## config.mk

```make
export PLATFORM = sky130hd
export DESIGN_NAME = quad_enc_gen
export DESIGN_NICKNAME = d
export VERILOG_FILES = /design/src/rtl/quad_enc_gen.sv
export SDC_FILE = /design/constraint.sdc
export NUM_CORES = 1
export LEC_CHECK = 0
export ABC_AREA = 1
export BUFFER_PORTS_ARGS = -buffer_cell sky130_fd_sc_hd__buf_2
export CORE_MARGIN = 3
export CORE_UTILIZATION = 40
export CTS_CLUSTER_SIZE = 20
export DETAILED_ROUTE_END_ITERATION = 10
export SKIP_LAST_GASP = 1
export SLEW_MARGIN = 20
export SYNTH_ARGS = -nofsm -noshare
export SYNTH_HDL_FRONTEND = slang
export SYNTH_SLANG_ARGS = --single-unit
```

## constraint.sdc

```tcl
create_clock -name aclk -period 4.45 [get_ports aclk]
set_input_delay 0 -clock aclk [delete_from_list [all_inputs] [get_ports aclk]]
set_output_delay 0 -clock aclk [all_outputs]
set_load 0.01 [all_outputs]
```

## src/rtl/quad_enc_gen.sv

```systemverilog
// Quadrature rotary-encoder emulator: plays signed detent commands out as ck/dt Gray-code phases.
// Optional abort input is compiled in when QUAD_ENC_ABORT_EN is defined.
module quad_enc_gen #(
    parameter int PHASE_CYCLES = 1000,
    parameter int STEP_WIDTH   = 8
) (
    input  logic                         aclk,
    input  logic                         aresetn,
    input  logic signed [STEP_WIDTH-1:0] cmd_steps,
    input  logic                         cmd_valid,
`ifdef QUAD_ENC_ABORT_EN
    input  logic                         abort,
`endif
    output logic                         cmd_ready,
    output logic                         ck,
    output logic                         dt,
    output logic                         busy,
    output logic                         done,
    output logic [STEP_WIDTH-1:0]        steps_done
);

    localparam logic [15:0] LAST = 16'(PHASE_CYCLES - 1);

    typedef enum logic [1:0] {IDLE, RUN, FINISH} state_t;

    state_t                 state, state_nxt;
    logic [STEP_WIDTH-1:0]  mag, mag_nxt, steps_nxt, cmd_mag;
    logic                   ccw, ccw_nxt;
    logic                   lead, lead_nxt;
    logic                   abort_req, abort_req_nxt;
    logic                   abort_in;
    logic [1:0]             pos, pos_nxt;
    logic [15:0]            cnt, cnt_nxt;
    logic                   ck_nxt, dt_nxt;

`ifdef QUAD_ENC_ABORT_EN
    assign abort_in = abort;
`else
    assign abort_in = 1'b0;
`endif

    // -128 maps to 128 because the result is read as unsigned.
    function automatic logic [STEP_WIDTH-1:0] magnitude(input logic signed [STEP_WIDTH-1:0] x);
        logic [STEP_WIDTH-1:0] u;
        u = $unsigned(x);
        return u[STEP_WIDTH-1] ? (~u + STEP_WIDTH'(1)) : u;
    endfunction

    // pos 0..3 walks 01,00,10,11 clockwise; counter-clockwise swaps the channels.
    function automatic logic [1:0] phase_level(input logic [1:0] p, input logic rev);
        logic a, b;
        a = p[1];
        b = ~(p[1] ^ p[0]);
        return rev ? {b, a} : {a, b};
    endfunction

    assign cmd_mag   = magnitude(cmd_steps);
    assign cmd_ready = (state == IDLE);
    assign busy      = (state != IDLE);
    assign done      = (state == FINISH);

    always_comb begin
        state_nxt     = state;
        mag_nxt       = mag;
        ccw_nxt       = ccw;
        lead_nxt      = lead;
        abort_req_nxt = abort_req;
        pos_nxt       = pos;
        cnt_nxt       = cnt;
        steps_nxt     = steps_done;
        ck_nxt        = ck;
        dt_nxt        = dt;
        case (state)
            IDLE: begin
                if (cmd_valid) begin
                    ccw_nxt       = cmd_steps[STEP_WIDTH-1];
                    mag_nxt       = cmd_mag;
                    steps_nxt     = '0;
                    abort_req_nxt = 1'b0;
                    if (cmd_mag == '0) begin
                        state_nxt = FINISH;
                    end else begin
                        // Pretend the rest phase just expired so the next edge drives phase 0.
                        state_nxt = RUN;
                        lead_nxt  = 1'b1;
                        pos_nxt   = 2'd3;
                        cnt_nxt   = LAST;
                    end
                end
            end
            RUN: begin
                if (abort_in) abort_req_nxt = 1'b1;
                if (cnt == LAST) begin
                    cnt_nxt = '0;
                    pos_nxt = pos + 2'd1;
                    if (pos == 2'd3) begin
                        if (lead) begin
                            lead_nxt = 1'b0;
                        end else begin
                            steps_nxt = steps_done + STEP_WIDTH'(1);
                            if (steps_nxt == mag || abort_req || abort_in) begin
                                state_nxt = FINISH;
                                pos_nxt   = 2'd3;
                            end
                        end
                    end
                end else begin
                    cnt_nxt = cnt + 16'd1;
                end
                {ck_nxt, dt_nxt} = phase_level(pos_nxt, ccw);
            end
            FINISH: state_nxt = IDLE;
            default: state_nxt = IDLE;
        endcase
    end

    always_ff @(posedge aclk) begin
        if (!aresetn) begin
            state      <= IDLE;
            ck         <= 1'b1;
            dt         <= 1'b1;
            steps_done <= '0;
            cnt        <= '0;
            pos        <= 2'd3;
            lead       <= 1'b0;
            abort_req  <= 1'b0;
        end else begin
            state      <= state_nxt;
            ck         <= ck_nxt;
            dt         <= dt_nxt;
            steps_done <= steps_nxt;
            cnt        <= cnt_nxt;
            pos        <= pos_nxt;
            lead       <= lead_nxt;
            abort_req  <= abort_req_nxt;
        end
    end

    // Command operands need no reset: they are always loaded on acceptance before use.
    always_ff @(posedge aclk) begin
        mag <= mag_nxt;
        ccw <= ccw_nxt;
    end

endmodule

```

Yosys cells after proc, flatten, opt, wreduce, memory -nomap -nowiden. Index checks and enable logic that the tools add are counted.

Output and inout bits: 13. Bits in registers: 40. Word-level logic and storage cells: 67.

Bitwise logic cells: 3. Reductions and logical operators: 9. Eq/ne operators: 11. Muxes and demuxes: 31. $add $sub $neg: 4.

Operator list (number): two-way mux 16 bit (3); two-way mux 8 bit (5); one-hot mux 16 bit (2 select lines) (1); two-way mux 2 bit (14); adder 16 x 1 -> 16 bit (second input constant) (1); adder 8 x 1 -> 8 bit (second input constant) (2); equality test 16 x 10 -> 1 bit (second input constant) (1); one-hot mux 8 bit (2 select lines) (1); AND reduction 5 bit (3); != test 2 bit (second input constant) (6); equality test 8 bit (1); zero test 8 bit (1); inverter 8 bit (1); one-hot mux 2 bit (2 select lines) (2); equality test 2 bit (second input constant) (2); two-way mux 1 bit (4); nonzero test 2 bit (2); AND reduction 3 bit (1); adder 2 x 1 -> 2 bit (second input constant) (1); equality test 2 x 1 -> 1 bit (second input constant) (1); zero test 2 bit (1); one-hot mux 1 bit (2 select lines) (1); AND reduction 2 bit (1); inverter 1 bit (1); XOR 1 bit (1).

Logic depth before layout (Yosys ltp).
Depth after elaboration: 10. Mapped depth: 16. Mapped depth without buffers: 16.

Least setup slack after synthesis. Ideal clock, no wire load.

Kind: reg2reg. From: reg steps_done[0]. To: reg ck. Stages on the path, launching flop included: 17. Setup slack: 2681 ps. Period minus slack after synthesis: 1769 ps. Setup time: 115 ps. Arrival time: 1653 ps. Cells stage by stage: dfxtp_1 > ha_1 > nand2_1 > inv_1 > nand2_1 > nand2_2 > nand2_2 > nand2_2 > nand3_2 > nor2_2 > nand2_2 > nand2_2 > nand2_4 > nand2_2 > nand3_1 > nand2_1 > nand2_1.

Cells in the longest elaborated chain, start to end: 10.

Ends and longest elaborated chain: start: declaration (RTL line 19) `output logic [STEP_WIDTH-1:0] steps_done`; start signal: assignment (RTL line 131) `steps_done <= steps_nxt;`; adder 8 x 1 -> 8 bit * (RTL line 100) `steps_nxt = steps_done + STEP_WIDTH'(1);`; equality test 8 bit * (RTL line 101) `if (steps_nxt == mag || abort_req || abort_in) begin`; two-way mux 2 bit * (RTL line 101); two-way mux 2 bit * (RTL line 97) `if (lead) begin`; two-way mux 2 bit * (RTL line 96) `if (pos == 2'd3) begin`; two-way mux 2 bit * (RTL line 93) `if (cnt == LAST) begin`; two-way mux 2 bit * (RTL line 73) `case (state)`; XOR 1 bit (RTL line 53) `b = ~(p[1] ^ p[0]);`; inverter 1 bit (RTL line 53); two-way mux 2 bit * (RTL line 54) `return rev ? {b, a} : {a, b};`; end signal: assignment (RTL line 129) `ck <= ck_nxt;`; end: declaration (RTL line 15) `output logic ck,`.

Every way passes the cells marked *; elsewhere a longest branch is shown, timed or not. The select of a mux whose other input is x is not followed. A chain may end at the register's enable or synchronous reset.

Final worst setup path.
From: reg cnt[0]. To: reg pos[0].

Cells in the longest elaborated chain, start to end: 4.

Ends and longest elaborated chain: start: declaration (RTL line 33) `logic [15:0] cnt, cnt_nxt;`; start signal: assignment (RTL line 132) `cnt <= cnt_nxt;`; equality test 16 x 10 -> 1 bit (RTL line 93); two-way mux 2 bit (RTL line 93); two-way mux 2 bit (RTL line 73); one-hot mux 2 bit (2 select lines) (RTL line 73); end signal: assignment (RTL line 133) `pos <= pos_nxt;`; end: declaration (RTL line 32) `logic [1:0] pos, pos_nxt;`.

Every way passes these cells. The select of a mux whose other input is x is not followed.

==> out/metrics.yaml <==
synth.distinct_cells: 36
yosys.area_share.xor_xnor: 0.0406
fin_cells: 481
synthFlopType: "dfxtp_1"
cts_num_sinks: 40
syn_to_final_growth_pct: 11.3
routed_via_density: 5.16
netlist_instances: 378
dp_hpwl_mm: 4.68
synth_top_family_by_area: "simple AND/OR/NAND/NOR gates"
hold_viol: 0
fin_tns_setup_ns: 0
final_util: 0.472
initial_core_util: 0.425
final_common_cell: "nand2_1"
setup_viol: 0
pre_cts_ws_ns: 2.26
powerDensity_mw_per_mm2: 279
root_buffer: "clkbuf_8"
postSynthAreaPerCell_sq_um: 6.85
ir_worst_vdd_v: 0.000169
grt_pass1_wl_mm: 10.7
rsz0062_at_grt: "false"
totalWireLength_mm: 5.99
r2r_start: "cnt[0]$_SDFFE_PN0P_"
dieArea_sq_mm: 0.00747
drt_iter0_drc: 218
grt_pass1_vias: 2358
dr.pass1.iters: 5
worstHoldPathCells: 2
synth-edff-count: 9
finalWorstSetupSlack_ns: 2.37
muxShareOfSynthArea: 0
cts_buffer_depth: 2
core_area_sq_mm: 0.00610
insertion_delay_ns: 0.29
final_cell_mix: "nand2_1 (75), inv_1 (52), nand3_1 (43)"
diodes: 0
grt_antenna_before_repair: 0
fmax_mhz: 481
die_w_um: 86.4
synth_seq_cells: 40
die_h_um: 86.4
grt_max_degree: 20
cts_tree: "done"
holdCritPathClass: "input port to flip-flop"
ys_async_sr_fraction: 0
htreeDepth: 2
postCtsSetupBuffers: 0
finalCriticalPeriod_ns: 2.08
reg2regPathDepth: 10
wl_per_cell_um: 12.5
ios: 24
cp-start-kind: "flip-flop"
critical_path_required_ns: 4.63
endpoint_kind: "flip-flop"
maxSlewViolCount: 0
crit_path_start: "cnt[0]$_SDFFE_PN0P_"
tightest_slew_ns: 0.707
num_rows: 28
synth_fp_nets: 393
drc: 0
finalNetCount: 420
gr-total-overflow: 0
dp.cells: 471
p_leak_nw: 1.23
routabilityCongestion: 0.880
fillerInstances: 659
min_period_over_period: 0.467
final.setup_skew_ns: 0.00355
crit_fanout: 6
grtUsageTotal: 0.178
hp-start: "aresetn"
cp_data_arrival_time_ns: 2.26
clkTransAtPathRegs_ns: 0.08
cts_resized: 0
num_vias: 2482
yosys_warnings: 0
synth-compound-area-share: 0.116
syn_area_sq_mm: 0.00259
synthAdderAreaFrac: 0.0193
synth-simple-area-share: 0.383
drive_gt1_frac: 0.163
port_buffers: 23
cts_made_buffers: 5
antenna_left: 0
run_status: "finished, final reports clean"
maxCapViolCount: 0
slew_headroom: 0.527
ys_seq_area_frac: 0.344
critPathKind: "flip-flop to flip-flop"
==> layer usage <==
metal	wire [um]	vias to the layer above	global-route usage	part of all wire
met5	0	-	0	0
met1	2970	1117	0.253	0.49
met4	74	0	0.0680	0.012
met2	2580	65	0.265	0.43
met3	369	6	0.0342	0.062
li1	-	1294	-	-
==> final timing paths <==
| path | slack, ns | end |
|---|---|---|
| max | 2.37 | pos[0]$_SDFFE_PN1P_ |
| min | 0.03 | pos[1]$_SDFFE_PN1P_ |
| max reg2reg | 2.37 | pos[0]$_SDFFE_PN1P_ |
| min reg2reg | 0.46 | ck$_SDFFE_PN1P_ |
==> cells in the mapped netlist (4+ instances only) <==
cell type | count | area share
edfxtp_1 | 9 | 0.10
nand2_2 | 7 | 0.017
ha_1 | 4 | 0.019
nand3_1 | 43 | 0.083
inv_2 | 6 | 0.0087
nor3_1 | 5 | 0.0097
nand2_1 | 75 | 0.11
nand4_1 | 9 | 0.022
o21ai_1 | 13 | 0.025
dfxtp_1 | 31 | 0.24
nor2_2 | 5 | 0.012
xor2_1 | 10 | 0.034
o21ai_0 | 10 | 0.019
a21oi_1 | 26 | 0.050
nor2_1 | 35 | 0.051
inv_1 | 52 | 0.075
nand2_4 | 4 | 0.017
clkbuf_1 | 4 | 0.0058
==> report_power, final <==
part           switching, mW  internal (mW)  leakage [nW]  total [mW]
combinational          0.103         0.0500         0.849       0.153
sequential            0.0227          0.397         0.340       0.419
clock                  0.126          0.106        0.0453       0.232
total                  0.251          0.553          1.23       0.805
==> flip-flops by register name (all words and copies together) (netlist names) <==
name / cells
cnt: 16
mag: 8
steps_done: 8
pos: 2
state: 2
ccw: 1
ck: 1
dt: 1
lead: 1
==> final cells by class <==
| cell class | count | area [sq um] | area share |
|---|---|---|---|
| multi-input cells | 272 | 1450 | 0.503 |
| clock buffers | 5 | 68.8 | 0.0239 |
| well taps | 75 | 93.8 | 0.0326 |
| clock inverters | 3 | 13.8 | 0.00478 |
| flip-flops and latches | 40 | 891 | 0.309 |
| repair buffers | 25 | 135 | 0.0469 |
| inverters | 61 | 229 | 0.0795 |
==> logic make-up after synthesis <==
family                   count (synthesis)
buffers and inverters                   66
flip-flops                              40
AO/OA/AOI/OAI                           56
adder cells (fa/ha/maj)                  4
AND/OR/NAND/NOR                        200
XOR/XNOR                                12
==> worst max-delay path, stage by stage (launching register included) <==
cell,delay [ns]
dfxtp_1,0.39
ha_1,0.30
nand4_1,0.15
nor3_2,0.44
inv_2,0.15
nor2_1,0.16
nand2_1,0.07
nand2_1,0.09
nand2_1,0.05
o21ai_1,0.09
nand2_1,0.06
==> repair_timing <==
item,4_1_cts,5_1_grt
hold buffers,2,0
hold endpoints to repair,2,0
endpoints found under the setup margin,0,0
==> through the flow <==
step                      hold slack, ns  instance area [sq um]  total power [mW]
after floorplan                   0.0989                   2590             0.534
after global placement             0.212                   2780             0.576
after detailed placement           0.210                   2780             0.579
after CTS                         0.0252                   2880             0.814
after global routing              0.0439                   2880             0.854
final                             0.0291                   2880             0.805
(Power assumes the default switching activity.)
